===== config.mk =====
export PLATFORM = sky130hd
export DESIGN_NAME = shift_serializer
export DESIGN_NICKNAME = d
export VERILOG_FILES = /design/src/rtl/shift_serializer_pkg.sv /design/src/rtl/shift_serializer.sv
export SDC_FILE = /design/constraint.sdc
export NUM_CORES = 1
export LEC_CHECK = 0
export ABC_AREA = 1
export CAP_MARGIN = 10
export CORE_UTILIZATION = 30
export DETAILED_ROUTE_END_ITERATION = 16
export GPL_TIMING_DRIVEN = 1
export SLEW_MARGIN = 20
export SYNTH_ARGS = -nofsm -noshare
export SYNTH_HDL_FRONTEND = slang
export SYNTH_SLANG_ARGS = --single-unit

===== constraint.sdc =====
create_clock -name clk -period 1 [get_ports clk]
set_input_delay 0.1 -clock clk [delete_from_list [all_inputs] [get_ports clk]]
set_output_delay 0.1 -clock clk [all_outputs]
set_load 0.01 [all_outputs]

===== src/rtl/shift_serializer_pkg.sv =====
// Shared definitions for the shift_serializer block: FSM state encoding and
// the counter-width helper.
package shift_serializer_pkg;

   typedef enum logic {
      IDLE  = 1'b0,
      SHIFT = 1'b1
   } state_t;

   // Ceiling log2; callers guarantee n >= 2, so the result is at least 1.
   function automatic int clog2(input int n);
      int r;
      r = 0;
      for (int i = 0; i < 31; i++) begin
         if ((1 << i) < n) r = i + 1;
      end
      return r;
   endfunction

endpackage


===== src/rtl/shift_serializer.sv =====
// Parallel-to-serial converter with valid/ready on both sides.
// Define SHIFT_SERIALIZER_BACK2BACK_EN to accept the next word on the last beat.
module shift_serializer
   import shift_serializer_pkg::*;
#(
   parameter int width    = 8,
   parameter bit msbFirst = 1'b1
) (
   input  logic             clk,
   input  logic             rst,
   input  logic [width-1:0] iBits,
   input  logic             iValid,
   output logic             iReady,
   output logic             sBit,
   output logic             sValid,
   output logic             sLast,
   input  logic             sReady,
   output state_t           fsm_state
);

   localparam int CW = clog2(width);
   localparam logic [CW-1:0] LAST_CNT = CW'(width - 1);

   state_t           cur_state, state_nx;
   logic [width-1:0] shreg, shreg_nx;
   logic [CW-1:0]    cnt, cnt_nx;

   assign fsm_state = cur_state;

   always_ff @(posedge clk) begin
      if (!rst) begin
         cur_state <= IDLE;
         shreg     <= '0;
         cnt       <= '0;
      end else begin
         cur_state <= state_nx;
         shreg     <= shreg_nx;
         cnt       <= cnt_nx;
      end
   end

   always_comb begin
      state_nx = cur_state;
      shreg_nx = shreg;
      cnt_nx   = cnt;
      iReady   = 1'b0;
      sValid   = 1'b0;
      sLast    = (cur_state == SHIFT) && (cnt == LAST_CNT);
      sBit     = msbFirst ? shreg[width-1] : shreg[0];

      case (cur_state)
         IDLE: begin
            iReady = 1'b1;
         end
         SHIFT: begin
            sValid = 1'b1;
`ifdef SHIFT_SERIALIZER_BACK2BACK_EN
            // Only the final beat may overlap with the next load.
            iReady = sLast && sReady;
`endif
            if (sReady) begin
               shreg_nx = msbFirst ? (shreg << 1) : (shreg >> 1);
               cnt_nx   = cnt + CW'(1);
               if (sLast) state_nx = IDLE;
            end
         end
         default: begin
            state_nx = IDLE;
         end
      endcase

      // A load overrides the shift of a concurrently completing word.
      if (iReady && iValid) begin
         shreg_nx = iBits;
         cnt_nx   = '0;
         state_nx = SHIFT;
      end
   end

endmodule


-- Word-level counts from Yosys, hierarchy flattened
Cells that the tools add are included.
- word-level logic and storage cells: 22
- output and inout bits: 5
- input port bits: 12
- register bits after elaboration: 12
- reduce and logical (&&, ||, !) cells: 7
- $add $sub $neg: 1
- mux-type cells: 9
- equality and inequality tests: 1
- bitwise logic cells: 1
- operators with widths (kind ; number):
    8-bit two-way mux ; 3
    1-bit two-way mux ; 6
    2-bit AND reduction ; 2
    2-bit nonzero test ; 2
    3-bit by 1-bit adder with 3-bit output, second input constant ; 1
    3-bit == test, second input constant ; 1
    1-bit logical AND ; 2
    2-bit OR reduction ; 1
    1-bit inverter ; 1

-- Logic depth before layout (Yosys ltp)
Gate-level depths: netlist (run 1).
- depth in word-level cells: 6
- depth in mapped cells: 6
- mapped depth without buffers: 5

-- Worst setup path after synthesis (run 1)
No wires, ideal clock.
- kind: reg2reg
- start point: reg cur_state, in the netlist fsm_state
- end point: reg shreg[6]
- buffers on the path: 2
- data arrival time: 0.937 ns
- required time: 0.884 ns
- clock period less this slack: 1.053 ns
- path slack: -0.053 ns
- stages on the path, launching flop included: 6
- library setup time: 0.116 ns
- cell sequence: dfxtp_1 > buf_6 > nand2_4 > buf_6 > nor3_2 > nor2_1
- word-level cells in the longest chain between the ends: 4
- elaborated cells on any way between the ends: 6
- classes of those cells: mux: 2; reduce/logical: 4
- RTL lines (what ; line ; RTL):
    start: declaration ; shift_serializer.sv:24 ; state_t cur_state, state_nx;
    start signal: assignment ; shift_serializer.sv:36 ; cur_state <= state_nx;
    1-bit two-way mux ; shift_serializer.sv:51 ; case (cur_state)
    1-bit logical AND ; shift_serializer.sv:73 ; if (iReady && iValid) begin
    2-bit nonzero test (no source line) ; -- ;
    2-bit AND reduction (no source line) ; -- ;
    end signal: assignment ; shift_serializer.sv:37 ; shreg <= shreg_nx;
    end: declaration ; shift_serializer.sv:25 ; logic [width-1:0] shreg, shreg_nx;
Several ways; a longest one is shown, not always the timed one.
A chain may end at the register's enable or synchronous reset.

-- Worst setup path after layout (run 1)
- start point: reg cnt[0]
- end point: out sLast
- word-level cells in the longest chain between the ends: 2
- RTL lines (what ; line ; RTL):
    start: declaration ; shift_serializer.sv:26 ; logic [CW-1:0] cnt, cnt_nx;
    start signal: assignment ; shift_serializer.sv:38 ; cnt <= cnt_nx;
    3-bit == test ; shift_serializer.sv:48 ; sLast = (cur_state == SHIFT) && (cnt == LAST_CNT);
    1-bit logical AND ; shift_serializer.sv:48 ;
    end: declaration ; shift_serializer.sv:16 ; output logic sLast,
Every way passes these cells.

==> key figures, run 1 <==
Outcome
  • Status: finished, violations left
  • Failing checks: setup timing

CTS
  • H-tree Lvls: 1
  • CTS tree: built
  • Clk_lat worst skew: 0.27 ns
  • Reg clk slew, reported paths: 0.07 ns
  • Root Driver: clkbuf_4
  • Total CTS buffers: 3
  • CTS Buffer Depth: 2
  • Hold_buf cts: 0
  • Clk sinks: 12

Power
  • Worst VDD drop: between 0.6 and 0.7 mV
  • Power density cells: 1210 nW/um^2
  • Leakage power: ~0.00042 uW
  • Total power draw: 1140 uW

Timing
  • Final Hold Fails: 0
  • Setup slack after layout: -0.212 ns
  • Endpoints failing setup: 5
  • Count of pins over their slew limit: 0
  • RSZ-0062 raised after global routing: yes
  • Tmin final: between 1 and 1.5 ns
  • Slew HR: 83.3%
  • Setup Skew: 0.00417 ns
  • Tcrit/Tclk final: 121%
  • Worst slew pin tran: 0.250 ns
  • Fmax: around 0.83 GHz
  • Total negative setup slack: -0.276 ns

Die
  • Core area: just under 2000 um^2
  • I/O pin cnt: 17
  • Initial Util: 32.0%
  • # rows: 16
  • Die area: roughly 2300 um^2
  • Die Span Y: 48.0 um
  • Die Width: 48.0 um

Yosys
  • Synth Warn #: 0
  • Largest family of logic cells by synthesized area: simple AND/OR/NAND/NOR gates
  • Mapped Area: 634 um^2
  • Mean area per synthesized cell: 7.38 um^2
  • Post-synthesis register bit count: 12
  • Post-synthesis mux area share: 0%
  • Distinct cells, synth: 16
  • Post-Syn Instances: 86
  • Sequential fraction of the synthesis area: between 30% and 40%
  • Synth Area in XOR/XNOR: approximately 1.4%
  • Synth Area in Simple Gates: 34.9%
  • Synth Area in Adders: 3.94%
  • Compound-Gate Fraction of Synth Area: 7.10%
  • Post-Syn Nets: 100

Detailed routing
  • Routed vias/inst: 4.49
  • Post-DRT Antenna Nets: 0
  • 1st-iter DRT viols: 10
  • Via count: between 600 and 700
  • Final wirelength: 1380 um
  • Pre-Repair DR Iteration Count: 5
  • DR WL/cell: 10.2 um
  • DRC: 0

Worst setup path
  • Worst Path Arrival: 1.11 ns
  • Crit-path cells: ha_4, ha_4, nand2_2, inv_2, buf_6
  • Largest delay share family, worst path: flip-flops
  • CP Capture Type: output pin
  • Critical path peak fanout: 2
  • Critical path startpoint category: flop
  • Worst path slowest cell: dfxtp_2
  • Buf+Inv Stages, Crit Path: 2
  • WP data required: roughly 0.90 ns
  • Setup CP Type: flop to output pin
  • CP most frequent cell: ha_4
  • Max incr delay on CP: roughly 0.34 ns

Min path
  • Worst min path class: primary input to flop

Finish
  • # diodes: 0
  • Fraction of layout instances using a drive strength above 1: between 20% and 30%
  • Commonest non-fill, non-tap cell in the layout: nand3_1
  • Commonest non-fill, non-tap cells in the layout: nand3_1 (19), inv_1 (12), nand2_1 (11)
  • Final nets: 123
  • Area Overhead vs Synth: 48.9%

Global routing
  • Vias in the first global route: 517
  • Grt total ovfl: 0
  • First-pass GRT wire length: between 2000 and 2500 um
  • Largest net degree at the start of global routing: 16
  • Gr usage total: 13.9%
  • Initial antenna violation count: 0

Place
  • DP HPWL: 943 um
  • Port bufs: 16
  • Gpl congestion: 0.814

Flow run
  • Max-cap violations: 0
per-layer routing:
metal | GRT usage [%] | vias up | part of all wire (%)
met4 | 11.7 | 0 | 1.2
li1 | - | 318 | -
met5 | 0 | - | 0
met3 | 2.26 | 2 | 5.0
met1 | 17.0 | 266 | 49
met2 | 21.1 | 20 | 45
state kept, by name (all words and copies together), names as in the netlist:
| name | cells |
|---|---|
| cnt | 3 |
| shreg | 8 |
| fsm_state | 1 |
power breakdown:
part | leakage (uW) | internal (uW) | switching [uW] | total, uW
combinational | 0.000296 | 114 | 116 | 229
clock | 0.0000210 | 221 | 161 | 382
sequential | 0.000100 | 506 | 20.8 | 527
per-stage QoR:
step | setup WS [ns] | cells | util [%] | hold WS, ns | cell area (um^2)
after floorplan | 0.00261 | 86 | - | 0.182 | 636
after global placement | -0.309 | 130 | 41.9 | 0.459 | 830
after detailed placement | -0.354 | 130 | 41.9 | 0.474 | 830
after CTS | -0.234 | 135 | 45.8 | 0.410 | 908
after global routing | -0.255 | 135 | 47.7 | 0.312 | 945
final | -0.212 | 135 | 47.7 | 0.312 | 945
final timing paths:
check                                            from               endpoint  slack [ns]  depth (start not counted)
worst max-delay path              cnt[0]$_SDFFE_PP0P_                  sLast       -0.21                          5
worst min-delay path                           sReady   fsm_state$_SDFF_PN0_        0.31                          3
worst max register to register    cnt[0]$_SDFFE_PP0P_   fsm_state$_SDFF_PN0_       -0.04                          6
worst min register to register  shreg[1]$_SDFFE_PN0P_  shreg[1]$_SDFFE_PN0P_        0.49                          2
worst reg2reg max path, cell delays in order, from the launching register on:
cell     delay [ns]
dfxtp_2        0.34
ha_4           0.16
ha_4           0.15
nand2_2        0.05
inv_2          0.04
buf_4          0.12
a21oi_2        0.11
synthesized netlist by cell type:
cell type	instances	area share, %
nand3_1	19	15
inv_1	14	8.3
nand2_1	14	8.3
dfxtp_1	12	38
a21oi_1	8	6.3
nor2_1	4	2.4
nor3_2	3	4.7
buf_4	2	2.4
buf_6	2	3.6
ha_1	2	3.9
inv_2	1	0.59
nand2_2	1	0.99
nand2_4	1	1.8
nor2_4	1	1.8
o21ai_0	1	0.79
xor2_1	1	1.4
cells by family (layout without fill, tap and decap cells):
kind of cell	count (synthesis)	in the layout
fa+ha+maj	2	2
simple gates	43	43
xor+xnor	1	1
compound gates	9	9
flops	12	12
buf+inv	19	41
final cells by class:
class                   count  area [um^2]
fillers                   189         1040
multi-input cells          55          363
flip-flops and latches     12          246
repair buffers             22          209
inverters                  15         56.3
clock buffers               4         36.3
well taps                  27         33.8
repair_timing:
item	4_1_cts	5_1_grt
gates resized for setup	21	12
setup buffers	1	1
endpoints found under the setup margin	16	16
pin swaps	4	4
(Power assumes the default switching activity.)
==> run 2: changes to the inputs <==
--- a/config.mk
+++ b/config.mk
@@ -8,7 +8,8 @@
 export ABC_AREA = 1
 export CAP_MARGIN = 10
-export CORE_UTILIZATION = 30
+export CORE_UTILIZATION = 41
 export DETAILED_ROUTE_END_ITERATION = 16
-export GPL_TIMING_DRIVEN = 1
+export GPL_TIMING_DRIVEN = 0
+export PLACE_DENSITY = 0.72
 export SLEW_MARGIN = 20
 export SYNTH_ARGS = -nofsm -noshare
==> constraint.sdc (replaced) <==
create_clock -name clk -period 1 [get_ports clk]
set_input_delay 0.1 -clock clk [delete_from_list [all_inputs] [get_ports clk]]
set_output_delay 0.1 -clock clk [all_outputs]
set_load 0.1 [all_outputs]
==> run 2 against run 1 <==
The run still ends with setup timing left; first-iteration DRC count fell by 50%; worst setup slack got worse by 0.15 ns; clock skew rose by 0.0015 ns; register-to-register slack got worse by 0.19 ns; sequential share of layout area fell by 3.9 points; hold slack got worse by 0.091 ns; cell count fell by 5.9%; sequential power barely moved; via count rose by 5.9%; routed wire length rose by 9.3%; critical path depth did not move; critical path type unchanged; critical endpoint unchanged; highest routed layer unchanged.
==> key figures, run 2 (synthesis results as in run 1) <==
Timing
  • Setup slack after layout: -0.359 ns (-0.148 ns)
  • Fmax: 0.736 GHz (-11%)
  • Final Hold Fails: 0 (unchanged)
  • Setup Skew: 0.00567 ns (+0.00150 ns)
  • Endpoints failing setup: 15 (+10)
  • Slew HR: 72.1% (-11 points)
  • Worst slew pin tran: 0.418 ns (+0.168 ns)
  • Tmin final: 1.36 ns (+0.148 ns)
  • RSZ-0062 raised after global routing: yes
  • Count of pins over their slew limit: 0 (unchanged)
  • Total negative setup slack: -1.31 ns (-1.03 ns)
  • Tcrit/Tclk final: 136% (+15 points)

CTS
  • Total CTS buffers: 3 (unchanged)
  • Clk sinks: 12 (unchanged)
  • Root Driver: clkbuf_4
  • CTS Buffer Depth: 2 (unchanged)
  • Reg clk slew, reported paths: 0.08 ns (about the same)
  • CTS tree: built
  • Hold_buf cts: 0 (unchanged)
  • Clk_lat worst skew: 0.28 ns (about the same)
  • H-tree Lvls: 1 (unchanged)

Die
  • Die Span Y: 41.3 um (-14%)
  • # rows: 13 (-3)
  • I/O pin cnt: 17 (unchanged)
  • Core area: 1370 um^2 (-31%)
  • Initial Util: 46.4% (+14 points)
  • Die area: 1710 um^2 (-26%)
  • Die Width: 41.3 um (-14%)

Worst setup path
  • Worst R2R Setup Slack: -0.23 ns (-0.19 ns)
  • Origin of the worst setup path: cnt[1]$_SDFFE_PP0P_
  • Worst Path Arrival: 1.26 ns (+0.15 ns)
  • CP Capture Type: output pin
  • Critical path peak fanout: 2 (unchanged)
  • WP data required: 0.90 ns (about the same)
  • R2R Path End: fsm_state$_SDFF_PN0_
  • Worst reg2reg path depth: 7 (+1)
  • Critical path startpoint category: flop
  • Reg2reg start: cnt[1]$_SDFFE_PP0P_
  • Setup CP Type: flop to output pin

Finish
  • Commonest non-fill, non-tap cell in the layout: nand3_1
  • # diodes: 0 (unchanged)
  • Register area: 248 um^2 (+0.51%)
  • Max FFs per register: 8 (unchanged)
  • Final nets: 127 (+3.3%)
  • Fraction of layout instances using a drive strength above 1: 42.9% (+14 points)
  • Area of the multi-input gates: 417 um^2 (+15%)
  • Fill count: 87 (-54%)
  • Area Overhead vs Synth: 75.9%
  • Largest register by flop count: shreg
  • Commonest non-fill, non-tap cells in the layout: nand3_1 (15), inv_1 (13), nand2_1 (11)
  • Non-Filler Instances: 127 (-5.9%)

Place
  • Gpl congestion: 0.680 (-16%)
  • DP HPWL: 972 um (+3.1%)
  • Cells after DPL: 116 (-11%)
  • Port bufs: 15 (-1)

Flow run
  • Max-cap violations: 0 (unchanged)

Outcome
  • Failing checks: setup timing
  • Status: finished, violations left

Power
  • Worst VDD drop: 0.814 mV (+20%)
  • Total power draw: 1340 uW (+18%)
  • Power density cells: 1200 nW/um^2 (-0.38%)
  • Leakage power: 0.000487 uW (+17%)

Detailed routing
  • Via count: 642 (+5.9%)
  • Final wirelength: 1510 um (+9.3%)
  • DRC: 0 (unchanged)
  • Post-DRT Antenna Nets: 0 (unchanged)
  • Routed vias/inst: 5.06 (+13%)
  • DR WL/cell: 11.9 um (+16%)
  • 1st-iter DRT viols: 5 (-5)
  • Pre-Repair DR Iteration Count: 4 (-1)

Min path
  • Hold wc startpoint: iValid
  • Worst hold stages: 4 (+1)
  • Worst Hold Endpoint: cnt[0]$_SDFFE_PP0P_
  • Worst min path class: primary input to flop

Global routing
  • Vias in the first global route: 472 (-8.7%)
  • Initial antenna violation count: 0 (unchanged)
  • First-pass GRT wire length: 1990 um (-5.2%)
  • Gr usage total: 18.7% (+4.8 points)
  • Largest net degree at the start of global routing: 11 (-5)
  • Grt total ovfl: 0 (unchanged)
-- run 2: changes by cell type in the layout (fill, tap and decap cells not counted), moves of 2 or more --
cell	before	now
inv_2	3	0
nand3_1	19	15
dlygate4sd2_1	2	0
nand2_2	3	1
a21oi_2	2	6
nand2_4	0	2
a21oi_1	6	2
buf_8	0	2
buf_12	0	5
nand3_2	0	4
-- run 2: how the worst max path moves through the flow --
stage                            to  slack (ns)  depth (start not counted)
2_1_floorplan  fsm_state$_SDFF_PN0_       -0.41                          5
3_3_place_gp                  sLast       -0.94                          5
3_5_place_dp                  sLast       -0.95                          5
4_1_cts                       sLast       -0.36                          5
5_1_grt                       sLast       -0.41                          5
6_report                      sLast       -0.36                          5
-- run 2: worst max-delay path, stage by stage, from the launching register on --
cell	delay, ns
dfxtp_2	0.34
ha_4	0.16
ha_4	0.15
nand2_4	0.05
clkinvlp_4	0.10
buf_12	0.17
-- run 2: layout make-up --
cell class / count / area share [%]
plain buffers: 4 / 4.82
flip-flops and latches: 12 / 22.2
clock buffers: 4 / 3.25
repair buffers: 22 / 24.7
inverters: 15 / 6.05
multi-input cells: 55 / 37.3
well taps: 15 / 1.68
-- run 2: stage by stage --
step                      setup slack, ns  hold WS, ns  util (%)  instance area, um^2
final                              -0.359        0.221      81.7                 1120
after global routing               -0.407        0.230      81.7                 1120
after CTS                          -0.359        0.205      73.3                 1000
after detailed placement           -0.951        0.468      64.9                  887
after global placement             -0.938        0.464      64.9                  887
after floorplan                    -0.409        0.183         -                  718
-- run 2: timing repair --
action	in CTS	in global routing
pin swaps	5	3
endpoints found under the setup margin	15	17
resized for setup	47	16
buffers inserted	3	3
gates cloned	0	1
-- run 2: where the power goes --
part           switching (uW)  internal [uW]  total [uW]  leakage, uW
logic                     233            178         410     0.000365
registers                21.8            507         529     0.000100
clock network             178            222         400    0.0000210
total                     433            907        1340     0.000487
-- run 2: routing by layer --
layer	up-vias	GRT usage (%)	part of all wire, %	wire [um]
li1	328	-	-	-
met1	293	26.5	46	687
met2	17	24.6	48	721
met3	4	4.79	4.2	63
met4	0	12.1	2.3	34
met5	-	0	0	0
